[config.mk]
export PLATFORM = sky130hd
export DESIGN_NAME = product_accumulator
export DESIGN_NICKNAME = d
export VERILOG_FILES = /design/src/rtl/mult_pkg.sv /design/src/rtl/product_accumulator.sv
export SDC_FILE = /design/constraint.sdc
export NUM_CORES = 1
export LEC_CHECK = 0
export ABC_AREA = 1
export BUFFER_PORTS_ARGS = -buffer_cell sky130_fd_sc_hd__buf_2
export CAP_MARGIN = 30
export CORE_UTILIZATION = 50
export DETAILED_ROUTE_END_ITERATION = 8
export HOLD_SLACK_MARGIN = 0.02
export PLACE_DENSITY = 0.71
export SYNTH_ARGS = -nofsm -noshare
export SYNTH_HDL_FRONTEND = slang
export SYNTH_SLANG_ARGS = --single-unit
[constraint.sdc]
create_clock -name clk -period 5.38 [get_ports clk]
set_clock_uncertainty 0.2 [all_clocks]
set_input_delay 1.076 -clock clk [delete_from_list [all_inputs] [get_ports clk]]
set_output_delay 1.076 -clock clk [all_outputs]
set_load 0.02 [all_outputs]
[src/rtl/mult_pkg.sv]
// Shared definitions for the multiplier / product-accumulator datapath.
package mult_pkg;

  localparam int unsigned PROD_W_DEF = 32;
  localparam int unsigned CNT_W_DEF  = 8;
  localparam int unsigned ACC_W_DEF  = PROD_W_DEF + CNT_W_DEF;

  typedef enum logic [1:0] {
    ST_IDLE  = 2'd0,
    ST_ACCUM = 2'd1,
    ST_DONE  = 2'd2
  } acc_state_e;

endpackage : mult_pkg

[src/rtl/product_accumulator.sv]
// Accumulates a counted burst of signed products into a full-width sum and
// hands the result out through a valid/ready handshake.
module product_accumulator
  import mult_pkg::*;
#(
  parameter int unsigned PROD_W = PROD_W_DEF,
  parameter int unsigned CNT_W  = CNT_W_DEF,
  parameter int unsigned ACC_W  = ACC_W_DEF
) (
  input  logic              clk,
  input  logic              rst_n,
  input  logic              start,
  input  logic [CNT_W-1:0]  len,
  input  logic              abort,
  input  logic              prod_valid,
  input  logic [PROD_W-1:0] prod,
  output logic              prod_ready,
  output logic              res_valid,
  input  logic              res_ready,
  output logic [ACC_W-1:0]  result,
  output logic              busy
);

  localparam int unsigned EXT_W = ACC_W - PROD_W;

  acc_state_e        state_q, state_d;
  logic [ACC_W-1:0]  acc_q, acc_d;
  logic [CNT_W-1:0]  rem_q, rem_d;

  logic              prod_ready_q, prod_ready_d;
  logic              res_valid_q, res_valid_d;
  logic              busy_q, busy_d;
  logic [ACC_W-1:0]  result_q, result_d;

  logic              xfer_c;
  logic              res_hs_c;
  logic [ACC_W-1:0]  prod_ext_c;

  // Handshake qualifiers; abort suppresses both in its cycle.
  assign xfer_c     = prod_valid && prod_ready_q && !abort;
  assign res_hs_c   = res_valid_q && res_ready && !abort;
  assign prod_ext_c = {{EXT_W{prod[PROD_W-1]}}, prod};

  // FSM state register.
  always_ff @(posedge clk or negedge rst_n) begin
    if (!rst_n) begin
      state_q <= ST_IDLE;
    end else begin
      state_q <= state_d;
    end
  end

  // FSM next-state logic; abort overrides every other transition.
  always_comb begin
    state_d = state_q;
    if (abort) begin
      state_d = ST_IDLE;
    end else begin
      unique case (state_q)
        ST_IDLE: begin
          if (start) begin
            state_d = (len == '0) ? ST_DONE : ST_ACCUM;
          end
        end
        ST_ACCUM: begin
          if (xfer_c && (rem_q == CNT_W'(1))) begin
            state_d = ST_DONE;
          end
        end
        ST_DONE: begin
          if (res_hs_c) begin
            state_d = ST_IDLE;
          end
        end
        default: state_d = ST_IDLE;
      endcase
    end
  end

  // Accumulator and remaining-count next values.
  always_comb begin
    acc_d = acc_q;
    rem_d = rem_q;
    if (abort) begin
      acc_d = '0;
      rem_d = '0;
    end else if ((state_q == ST_IDLE) && start) begin
      acc_d = '0;
      rem_d = len;
    end else if (xfer_c) begin
      acc_d = acc_q + prod_ext_c;
      rem_d = rem_q - CNT_W'(1);
    end
  end

  // Datapath registers.
  always_ff @(posedge clk or negedge rst_n) begin
    if (!rst_n) begin
      acc_q <= '0;
      rem_q <= '0;
    end else begin
      acc_q <= acc_d;
      rem_q <= rem_d;
    end
  end

  // Output next values derived from the upcoming state, so the registered
  // outputs line up with the state they describe.
  always_comb begin
    prod_ready_d = 1'b0;
    res_valid_d  = 1'b0;
    busy_d       = 1'b0;
    result_d     = '0;
    prod_ready_d = (state_d == ST_ACCUM);
    res_valid_d  = (state_d == ST_DONE);
    busy_d       = (state_d != ST_IDLE);
    if (state_d == ST_DONE) begin
      result_d = acc_d;
    end
  end

  // Output registers.
  always_ff @(posedge clk or negedge rst_n) begin
    if (!rst_n) begin
      prod_ready_q <= 1'b0;
      res_valid_q  <= 1'b0;
      busy_q       <= 1'b0;
      result_q     <= '0;
    end else begin
      prod_ready_q <= prod_ready_d;
      res_valid_q  <= res_valid_d;
      busy_q       <= busy_d;
      result_q     <= result_d;
    end
  end

  assign prod_ready = prod_ready_q;
  assign res_valid  = res_valid_q;
  assign busy       = busy_q;
  assign result     = result_q;

endmodule : product_accumulator

# Word-level counts from Yosys, hierarchy flattened
# Cells that the tools add are included.
# word_totals
ff_bits,93
latch_bits,0
in_bits,46
romBits,0
n_memories,0
word_cells,38
ram_bits,0
# classes
mux,13
eq_ne,5
magnitude_cmp,0
bitwise,0
n_div,0
n_shift,0
n_mul,0
addsub,2
reduce_logical,11
# op_table
operator,n
40-bit two-way mux,4
40-bit adder,1
8-bit two-way mux,3
2-bit two-way mux,5
8-bit by 1-bit == test with 1-bit output (second input constant),1
8-bit logical NOT,1
8-bit by 1-bit subtractor with 8-bit output (second input constant),1
1-bit logical AND,6
2-bit one-hot mux with 3 select lines,1
2-bit by 1-bit == test with 1-bit output (second input constant),2
2-bit == test (second input constant),2
3-bit nonzero test,1
2-bit logical NOT,1
2-bit nonzero test,1
1-bit logical NOT,1

# Depth between registers and ports, before layout
# Gate-level depths: netlist of the first run.
# logic_depth
word_depth,8
ltp_mapped,16
ltp_nobuf,16

# Worst setup path after synthesis of the first run
# Ideal clock, no wire load.
# synth_timing
path_type,input to register
start,input prod[0]
end,"register result_q[32], in the netlist result[32]"
path_buffers,0
cell_stages,15
setup_slack_ns,2.488
arrival_ns,2.571
path_cell_list,ha_1 inv_1 fa_1 inv_1 nand3_1 nand3_1 nand2_1 nand2_1 nand2_1 nand2_1 nand2_1 nand3_1 nand3_1 nand2_1 nor2_1
# synth_between
elab_chain_len,5
# synth_lines
element,line_no,rtl
from (decl),product_accumulator.sv:16,"input logic [PROD_W-1:0] prod,"
40-bit adder,product_accumulator.sv:91,acc_d = acc_q + prod_ext_c;
40-bit two-way mux,product_accumulator.sv:90,end else if (xfer_c) begin
40-bit two-way mux,product_accumulator.sv:87,end else if ((state_q == ST_IDLE) && start) begin
40-bit two-way mux,product_accumulator.sv:84,if (abort) begin
40-bit two-way mux,product_accumulator.sv:117,if (state_d == ST_DONE) begin
via result_d[32],product_accumulator.sv:33,"logic [ACC_W-1:0] result_q, result_d;"
to (signal assigned),product_accumulator.sv:133,result_q <= result_d;
to (decl),product_accumulator.sv:33,
# The timed path passes the listed nets, and every way through them passes these cells.
# A chain may end at the register's enable or synchronous reset.

# Final worst setup path of the first run
# layout_timing
start,input prod_valid
end,"register result_q[1], in the netlist result[1]"
# layout_between
elab_cells_between_ends,11
classes_between,eq/ne (1); mux (7); reduce/logical (3)
# layout_lines
element,line_no,rtl
from (decl),product_accumulator.sv:15,"input logic prod_valid,"
1-bit logical AND (2 in a row),product_accumulator.sv:40,assign xfer_c = prod_valid && prod_ready_q && !abort;
40-bit two-way mux,product_accumulator.sv:90,
40-bit two-way mux,product_accumulator.sv:87,
40-bit two-way mux,product_accumulator.sv:84,
via acc_d[1],product_accumulator.sv:27,"logic [ACC_W-1:0] acc_q, acc_d;"
40-bit two-way mux,product_accumulator.sv:117,
via result_d[1],product_accumulator.sv:33,
# The timed path passes the listed nets, and every way through them passes these cells.

==> flow_metrics.env, run 1 <==
export IMPL_antenna_found_initial=0
export IMPL_period_share_pct=60.7
export IMPL_grt_pass1_wl_um=27600
export IMPL_synth_edf_count=0
export IMPL_setup_worst_path_class="in2reg"
export IMPL_num_rows=41
export IMPL_syn_area_per_cell_um2=6.51
export IMPL_max_slew_margin_pct=40.7
export IMPL_grt_total_usage_pct=26.3
export IMPL_slew_viol_final=0
export IMPL_ios=89
export IMPL_clk_latency_ns=0.36
export IMPL_yosys_warnings=0
export IMPL_drt_iter0_drc=304
export IMPL_mostFrequentLayoutCells="nand2_1, nor2_1, inv_1, dfrtp_1, buf_2"
export IMPL_die_w_um=117
export IMPL_dp_hpwl_um=12600
export IMPL_ys_seq_area_share_pct=35.1
export IMPL_grt_ovfl_total=0
export IMPL_final_common_cell="nand2_1"
export IMPL_routed_wl_um=16300
export IMPL_setup_viol=0
export IMPL_cts_setup_buffers=0
export IMPL_drt_pass1_iterations=5
export IMPL_area_delta_synth_final_pct=13.3
export IMPL_syn_instance_count=1018
export IMPL_cts_made_buffers=9
export IMPL_holdWs_ns=0.359
export IMPL_cts_tree="done"
export IMPL_cts_resized=0
export IMPL_crit_path_end_kind="flip-flop"
export IMPL_globalplace_congestion=0.958
export IMPL_fmax_ghz=0.306
export IMPL_top_layer="met4"
export IMPL_ant_nets=0
export IMPL_timing_setup_tns_ns=0
export IMPL_vias=6247
export IMPL_worstSetupStartpointType="input pin"
export IMPL_die_y_um=117
export IMPL_initial_core_util_pct=51.9
export IMPL_hold_buffers=0
export IMPL_yosysUniqueCellTypes=35
export IMPL_syn_area_um2=6620
export IMPL_hold_class="reg2reg"
export IMPL_rsz0062_at_grt="no"
export IMPL_crit_fanout=36
export IMPL_period_minus_slack_ns=3.26
export IMPL_yosysTopAreaCell="dfrtp_1"
export IMPL_cts_root_buf="clkbuf_16"
export IMPL_required_ns=5.48
export IMPL_htreeDepth=3
export IMPL_power_density_nw_per_um2=225
export IMPL_wl_met3_um=581
export IMPL_synth_net_count=1106
export IMPL_wl_per_cell_um=12.7
export IMPL_status="finished, final reports clean"
export IMPL_p_leak_uw=0.00463
export IMPL_synth_seq_cells=93
export IMPL_synth_top_area_share_pct=35.1
export IMPL_synthTopCellsByArea="dfrtp_1, nand2_1, nor2_1, inv_1, ha_1"
export IMPL_core_um2=12800
export IMPL_maxCapViolations=0
export IMPL_grt_max_degree=52
export IMPL_via_per_inst=4.88
export IMPL_drt_met1_wl_um=8020
export IMPL_route_met2_wl_um=7480
export IMPL_grt_pass1_vias=5928
export IMPL_finalHoldViolCount=0
export IMPL_final_layout_size_suffix_gt1_share_pct=12.0
export IMPL_final_nets=1192
export IMPL_cp_arrival_ns=3.36
export IMPL_drcViolationCount=0
export IMPL_antenna_cells=0
export IMPL_ir_drop_v=0.000149
export IMPL_path_clk_slew_ns=0.06
export IMPL_worst_slew_pin_transition_ns=0.886
export IMPL_synth_ff_type="dfrtp_1"
export IMPL_die_area_um2=13700
export IMPL_io_buffers=88
export IMPL_cts_sinks=93
export IMPL_clock_path_buffers=2
export IMPL_synthArstFlopShare_pct=100
==> Yosys cell counts, drive strengths merged (2+ instances only) <==
cell type,n
nand2,287
nor2,191
inv,190
dfrtp,93
nand3,65
o21ai,46
ha,41
a21oi,40
xor2,14
buf,10
nor3,7
clkbuf,6
o22ai,6
xnor2,5
o211ai,3
and2,2
nand3b,2
nor4,2
o21bai,2
==> state kept, by name (all words and copies together), names as in the netlist <==
signal	count
busy	1
prod_ready	1
acc_q	40
result	40
rem_q	8
res_valid	1
state_q	2
==> logic make-up (layout without fill, tap and decap cells) <==
kind of cell / after synthesis / in the layout / share of synthesized area (%)
xor gates and xnor gates: 19 / 19 / 2.51
AOI/OAI and AO/OA: 98 / 98 / 7.76
DFF: 93 / 93 / 35.1
and+or+nand+nor: 559 / 559 / 34.6
adders and majority gates: 42 / 42 / 8.05
buffers and inverters: 207 / 298 / 11.9
==> layout make-up <==
class,count,area (um^2)
Fill cell,1282,5270
Inverter,191,717
Clock inverter,3,21.3
Clock buffer,13,250
Sequential cell,93,2330
Timing Repair Buffer,91,465
Tap cell,172,215
Multi-Input combinational cell,718,3510
==> per-stage QoR <==
step	total power [uW]	area (um^2)	util [%]	setup slack, ns	std cells
floorplan	997	6620	-	2.49	1018
global placement	1090	7230	56.6	1.77	1265
detailed placement	1090	7230	56.6	1.71	1265
CTS	1700	7500	58.7	2.09	1281
global route	1790	7500	58.7	1.81	1281
finish	1680	7500	58.7	2.12	1281
==> worst paths after layout <==
kind	slack, ns	cells past startpoint	to	startpoint
hold reg to reg	0.36	2	rem_q[5]	rem_q[5]
min in group asynchronous	0.50	1	result[15]	rst_n
setup / recovery	2.12	9	result[1]	prod_valid
hold / removal	0.36	2	rem_q[5]	rem_q[5]
max in group asynchronous	3.45	2	acc_q[33]	rst_n
setup reg to reg	2.56	8	result[3]	state_q[0]
==> worst max-delay path: stages <==
cell,delay (ns)
buf_2,0.07
nand2_1,0.10
inv_2,0.50
nand2_1,0.17
buf_4,0.27
inv_1,0.66
o21ai_0,0.15
a21oi_1,0.19
and3_1,0.17
==> layer usage <==
metal / vias up / track usage (%)
met2: 109 / 43.4
met5: - / 0
met3: 20 / 4.43
met1: 2841 / 35.6
li1: 3277 / -
met4: 0 / 7.34
==> report_power, final <==
| part | switching (uW) | total (uW) | internal (uW) |
|---|---|---|---|
| registers | 16.5 | 740 | 723 |
| logic | 229 | 344 | 115 |
| clock network | 274 | 601 | 327 |
| total | 519 | 1680 | 1170 |
Note: power is estimated with default switching activity, not from simulation.
==> run 2: changes to the inputs <==
- ABC_AREA: 1 -> 0
- PLACE_DENSITY: 0.71 -> 0.74
- clock period: 5.38 -> 2.8 ns (I/O delays scaled with it)
==> flow_metrics.env, run 2 <==
export IMPL_crit_fanout=4
export IMPL_drcViolationCount=6
export IMPL_core_um2=11600
export IMPL_path_delay_family="compound AO/OA/AOI/OAI gates"
export IMPL_post_route_util_pct=72.7
export IMPL_setup_viol=38
export IMPL_slew_viol_final=0
export IMPL_io_buffers=88
export IMPL_yosys_warnings=0
export IMPL_stdcell_count=1037
export IMPL_period_share_pct=108
export IMPL_syn_area_um2=6030
export IMPL_vias=6004
export IMPL_path_clk_slew_ns=0.07
export IMPL_globalplace_congestion=0.916
export IMPL_grt_pass1_vias=6214
export IMPL_worst_slew_pin_transition_ns=0.718
export IMPL_antenna_found_initial=0
export IMPL_path_cells="ha_4, inv_2, fa_2, nor2b_4, o31a_1, o31a_4, o41ai_4, o21ai_2, a21bo_2, o211a_1, a211oi_2, nor2_1"
export IMPL_maxCapViolations=0
export IMPL_synth_top_area_share_pct=38.6
export IMPL_cts_made_buffers=9
export IMPL_rsz0062_at_grt="yes"
export IMPL_cp_arrival_ns=3.05
export IMPL_num_rows=39
export IMPL_slowest_stage="dfrtp_1"
export IMPL_cts_tree="done"
export IMPL_max_slew_margin_pct=52.1
export IMPL_yosysUniqueCellTypes=64
export IMPL_final_nets=977
export IMPL_routed_wl_um=17900
export IMPL_synth_edf_count=0
export IMPL_cts_root_buf="clkbuf_16"
export IMPL_dp_hpwl_um=12900
export IMPL_syn_area_per_cell_um2=8.84
export IMPL_fmax_ghz=0.332
export IMPL_final_common_cell="buf_4"
export IMPL_grt_max_degree=62
export IMPL_mostFrequentLayoutCells="buf_4, nor2_1, dfrtp_1, buf_2, nand2_1"
export IMPL_clock_path_buffers=2
export IMPL_required_ns=2.84
export IMPL_worst_slack_ns=-0.211
export IMPL_wl_per_cell_um=17.3
export IMPL_grt_ovfl_total=0
export IMPL_syn_instance_count=682
export IMPL_die_y_um=112
export IMPL_synthTopCellsByArea="dfrtp_1, ha_1, nor2_1, a21oi_1, a21o_1"
export IMPL_cts_sinks=93
export IMPL_synth_seq_cells=93
export IMPL_htreeDepth=3
export IMPL_worstSetupStartpointType="flip-flop"
export IMPL_drt_iter0_drc=382
export IMPL_period_minus_slack_ns=3.01
export IMPL_die_area_um2=12500
export IMPL_violations="design-rule violations, negative setup slack"
export IMPL_ant_nets=0
export IMPL_path_buf_inv=1
export IMPL_final_layout_size_suffix_gt1_share_pct=37.2
export IMPL_synthArstFlopShare_pct=100
export IMPL_synth_most_common_cell="nor2_1"
export IMPL_area_delta_synth_final_pct=39.5
export IMPL_clk_latency_ns=0.36
export IMPL_initial_core_util_pct=52.1
export IMPL_placedCellCount=1009
export IMPL_synth_net_count=770
export IMPL_setup_worst_path_class="reg2reg"
export IMPL_cpPeakStageDelay_ns=0.43
export IMPL_hold_class="in2reg"
export IMPL_p_leak_uw=0.00426
export IMPL_ios=89
export IMPL_antenna_cells=0
export IMPL_via_per_inst=5.79
export IMPL_ys_top_cells_by_count="nor2_1, dfrtp_1, a21oi_1"
export IMPL_ys_seq_area_share_pct=38.6
export IMPL_synth_ff_type="dfrtp_1"
export IMPL_status="finished with violations"
export IMPL_crit_path_end_kind="flip-flop"
export IMPL_power_density_nw_per_um2=401
export IMPL_dp_slack_ns=-0.497
export IMPL_finalHoldViolCount=0
export IMPL_yosysTopAreaCell="dfrtp_1"
export IMPL_drt_pass1_iterations=7
export IMPL_grt_total_usage_pct=29.9
export IMPL_grt_pass1_wl_um=29500
export IMPL_ir_drop_v=0.000401
export IMPL_die_w_um=112
## run 2: worst register-to-register path, cell delays in order (launching register included)
cell	delay [ns]
dfrtp_1	0.43
ha_4	0.19
inv_2	0.05
fa_2	0.21
nor2b_4	0.05
o31a_1	0.26
o31a_4	0.32
o41ai_4	0.29
o21ai_2	0.13
a21bo_2	0.27
o211a_1	0.23
a211oi_2	0.22
nor2_1	0.06
## run 2: path summary, 6_finish.rpt
| check | from | end | slack, ns | cells after the start |
|---|---|---|---|---|
| hold reg to reg | state_q[1] | prod_ready | 0.34 | 1 |
| max in group asynchronous | rst_n | acc_q[32] | 1.19 | 3 |
| hold / removal | len[4] | rem_q[4] | 0.29 | 3 |
| min in group asynchronous | rst_n | result[1] | 0.53 | 2 |
| setup reg to reg | acc_q[0] | result[38] | -0.21 | 12 |
| setup / recovery | acc_q[0] | result[38] | -0.21 | 12 |
## run 2: what timing repair did
action / CTS / global route
pin swaps: 33 / 36
setup buffers: 9 / 5
endpoints found under the hold margin: 38 / 0
gates resized for setup: 47 / 43
hold buffers: 1 / 0
setup endpoints to repair: 48 / 57
## run 2: through the flow
stage | total power [uW] | TNS, ns | cell area [um^2] | hold WS [ns]
final | 3370 | -3.69 | 8400 | 0.294
after global routing | 3500 | -7.84 | 8400 | 0.310
after CTS | 3340 | -3.65 | 8180 | 0.285
after detailed placement | 2080 | -18.65 | 7560 | 0.310
after global placement | 2060 | -15.58 | 7560 | 0.296
after floorplan | 1790 | -1.55 | 6070 | 0.0644
## run 2: routing by layer
metal / part of all wire (%) / vias to the layer above / track usage, %
li1: - / 2867 / -
met1: 43 / 2912 / 36.8
met2: 50 / 182 / 51.5
met3: 4.7 / 43 / 5.66
met4: 2.8 / 0 / 11.7
met5: 0 / - / 0
## run 2: power breakdown
group / internal, uW / leakage [uW] / switching (uW)
clock: 626 / 0.000145 / 599
combinational: 332 / 0.00283 / 407
sequential: 1370 / 0.00128 / 28.2
total: 2330 / 0.00426 / 1030
## run 2: kinds of logic (layout without fill, tap and decap cells)
logic type | count (synthesis) | in the layout | synth area share (%)
compound gates | 190 | 190 | 21.8
xor+xnor | 34 | 34 | 4.94
fa+ha+maj | 42 | 42 | 8.85
buf+inv | 49 | 261 | 3.26
flops | 93 | 93 | 38.6
mux | 16 | 16 | 2.68
simple gates | 258 | 258 | 19.9
## run 2: area by class of cell
class,count,area (um^2)
Timing Repair Buffer,233,1580
Inverter,12,45.0
Fill cell,843,3160
Sequential cell,93,2330
Multi-Input combinational cell,540,3980
Clock buffer,9,225
Tap cell,143,179
Clock inverter,7,71.3
==> run 3: changes to the inputs <==
- ABC_AREA: 0 -> 1
==> flow_metrics.env, run 3 (same netlist as run 1, synthesis figures left out) <==
export IMPL_status="finished, final reports clean"
export IMPL_cts_made_buffers=9
export IMPL_routed_wl_um=17400
export IMPL_power_switching_share_pct=30.8
export IMPL_period_share_pct=86.5
export IMPL_htreeDepth=3
export IMPL_grt_ovfl_total=0
export IMPL_crit_fanout=4
export IMPL_setup_viol=0
export IMPL_final_layout_size_suffix_gt1_share_pct=13.0
export IMPL_ios=89
export IMPL_grt_total_usage_pct=27.2
export IMPL_clock_path_buffers=2
export IMPL_combPwrFrac_pct=20.4
export IMPL_wl_per_cell_um=13.4
export IMPL_p_int_uw=2350
export IMPL_drcViolationCount=0
export IMPL_core_um2=12800
export IMPL_initial_core_util_pct=51.9
export IMPL_grt_pass1_vias=5862
export IMPL_path_clk_slew_ns=0.07
export IMPL_total_power_uw=3400
export IMPL_finalHoldViolCount=0
export IMPL_antenna_cells=0
export IMPL_holdWs_ns=0.242
export IMPL_io_buffers=88
export IMPL_cts_sinks=93
export IMPL_grt_pass1_wl_um=28300
export IMPL_stdcell_count=1294
export IMPL_vias=6398
export IMPL_timing_setup_tns_ns=0
export IMPL_final_nets=1205
export IMPL_placedCellCount=1277
export IMPL_drt_pass1_iterations=6
export IMPL_rsz0062_at_grt="no"
export IMPL_antenna_found_initial=0
export IMPL_drt_iter0_drc=372
export IMPL_mostFrequentLayoutCells="nand2_1, nor2_1, inv_1, dfrtp_1, buf_2"
export IMPL_die_area_um2=13700
export IMPL_setup_worst_path_class="reg2reg"
export IMPL_fillers=1256
export IMPL_ant_nets=0
export IMPL_cts_tree="done"
export IMPL_cp_arrival_ns=2.45
export IMPL_grt_max_degree=60
export IMPL_pwr_share_seq_pct=41.8
export IMPL_max_slew_margin_pct=51.3
export IMPL_num_rows=41
export IMPL_die_w_um=117
export IMPL_fmax_ghz=0.413
export IMPL_dp_hpwl_um=13200
export IMPL_maxCapViolations=0
export IMPL_clk_latency_ns=0.36
export IMPL_worstSetupStartpointType="flip-flop"
export IMPL_globalplace_congestion=0.982
export IMPL_final_common_cell="nand2_1"
export IMPL_p_sw_uw=1050
export IMPL_slew_viol_final=0
export IMPL_p_leak_uw=0.00472
export IMPL_pwr_share_clk_pct=37.8
export IMPL_area_delta_synth_final_pct=15.5
export IMPL_hold_class="in2reg"
export IMPL_cts_root_buf="clkbuf_16"
export IMPL_power_density_nw_per_um2=444
export IMPL_worst_slew_pin_transition_ns=0.729
export IMPL_via_per_inst=4.94
export IMPL_post_route_util_pct=59.9
export IMPL_ir_drop_v=0.000336
export IMPL_period_minus_slack_ns=2.42
export IMPL_die_y_um=117
export IMPL_crit_path_end_kind="flip-flop"
export IMPL_required_ns=2.83
-- run 3: changes by cell type in the layout (fill, tap and decap cells not counted), sizes merged, moves of 10 or more --
cell and change:
nand2 +236, inv +177, buf -129, nor2 +88, nand3 +46, a21o -28
a21oi -22, o21ai +22, nor3 -20, a211oi -18, mux2i -15, xnor2 -15
a31oi -10, and3 -10
-- run 3: power by group through the flow --
| stage | combinational [uW] | sequential, uW | clock (uW) |
|---|---|---|---|
| after floorplan | 473 | 1440 | 0 |
| after detailed placement | 684 | 1440 | 0 |
| after global placement | 676 | 1440 | 0 |
| after global routing | 788 | 1420 | 1350 |
| final | 694 | 1420 | 1280 |
| after CTS | 690 | 1420 | 1300 |
-- run 3: worst max-delay path, cell delays in order, from the launching register on --
cell and delay (ns):
dfrtp_1 0.34, ha_1 0.20, inv_1 0.07, fa_1 0.41, inv_1 0.11, nand3_1 0.08
nand3_1 0.09, nand2_1 0.05, nand2_1 0.11, nand2_1 0.06, nand2_1 0.15, nand2_1 0.09
nand3_1 0.09, nand3_1 0.07, nand2_1 0.11, nor2_1 0.04
-- run 3: through the flow --
step / setup slack, ns / instance area (um^2)
2_1_floorplan: 0.424 / 6620
3_3_place_gp: 0.129 / 7330
3_5_place_dp: 0.0747 / 7330
4_1_cts: 0.403 / 7650
5_1_grt: 0.176 / 7650
6_report: 0.379 / 7650
-- run 3: cell type report --
type                            count  area (um^2)  share of cell area [%]
Multi-Input combinational cell    718         3510                    45.9
Sequential cell                    93         2330                    30.4
Inverter                          191          717                    9.38
Timing Repair Buffer              104          578                    7.56
Clock buffer                       12          246                    3.22
Tap cell                          172          215                    2.81
Clock inverter                      4         56.3                   0.736
-- run 3: per-layer routing --
layer	up-vias	global-route usage [%]	routed length, um
met5	-	0	0
met2	201	41.8	7470
met4	0	9.79	313
met3	31	3.55	1010
li1	3313	-	-
met1	2853	39.3	8570
-- run 3: path summary, 6_finish.rpt --
| check | start | to | slack [ns] | cells after the start |
|---|---|---|---|---|
| min | abort | state_q[0] | 0.24 | 2 |
| min in group asynchronous | rst_n | rem_q[1] | 0.49 | 2 |
| min reg2reg | rem_q[5] | rem_q[5] | 0.35 | 2 |
| max in group asynchronous | rst_n | acc_q[28] | 1.23 | 3 |
| max | acc_q[0] | result[32] | 0.38 | 15 |
| max reg2reg | acc_q[0] | result[32] | 0.38 | 15 |
-- run 3: timing repair --
item / CTS / global route
hold buffers: 1 / 0
resized for setup: 0 / 0
endpoints found under the hold margin: 34 / 0
buffers inserted: 0 / 0
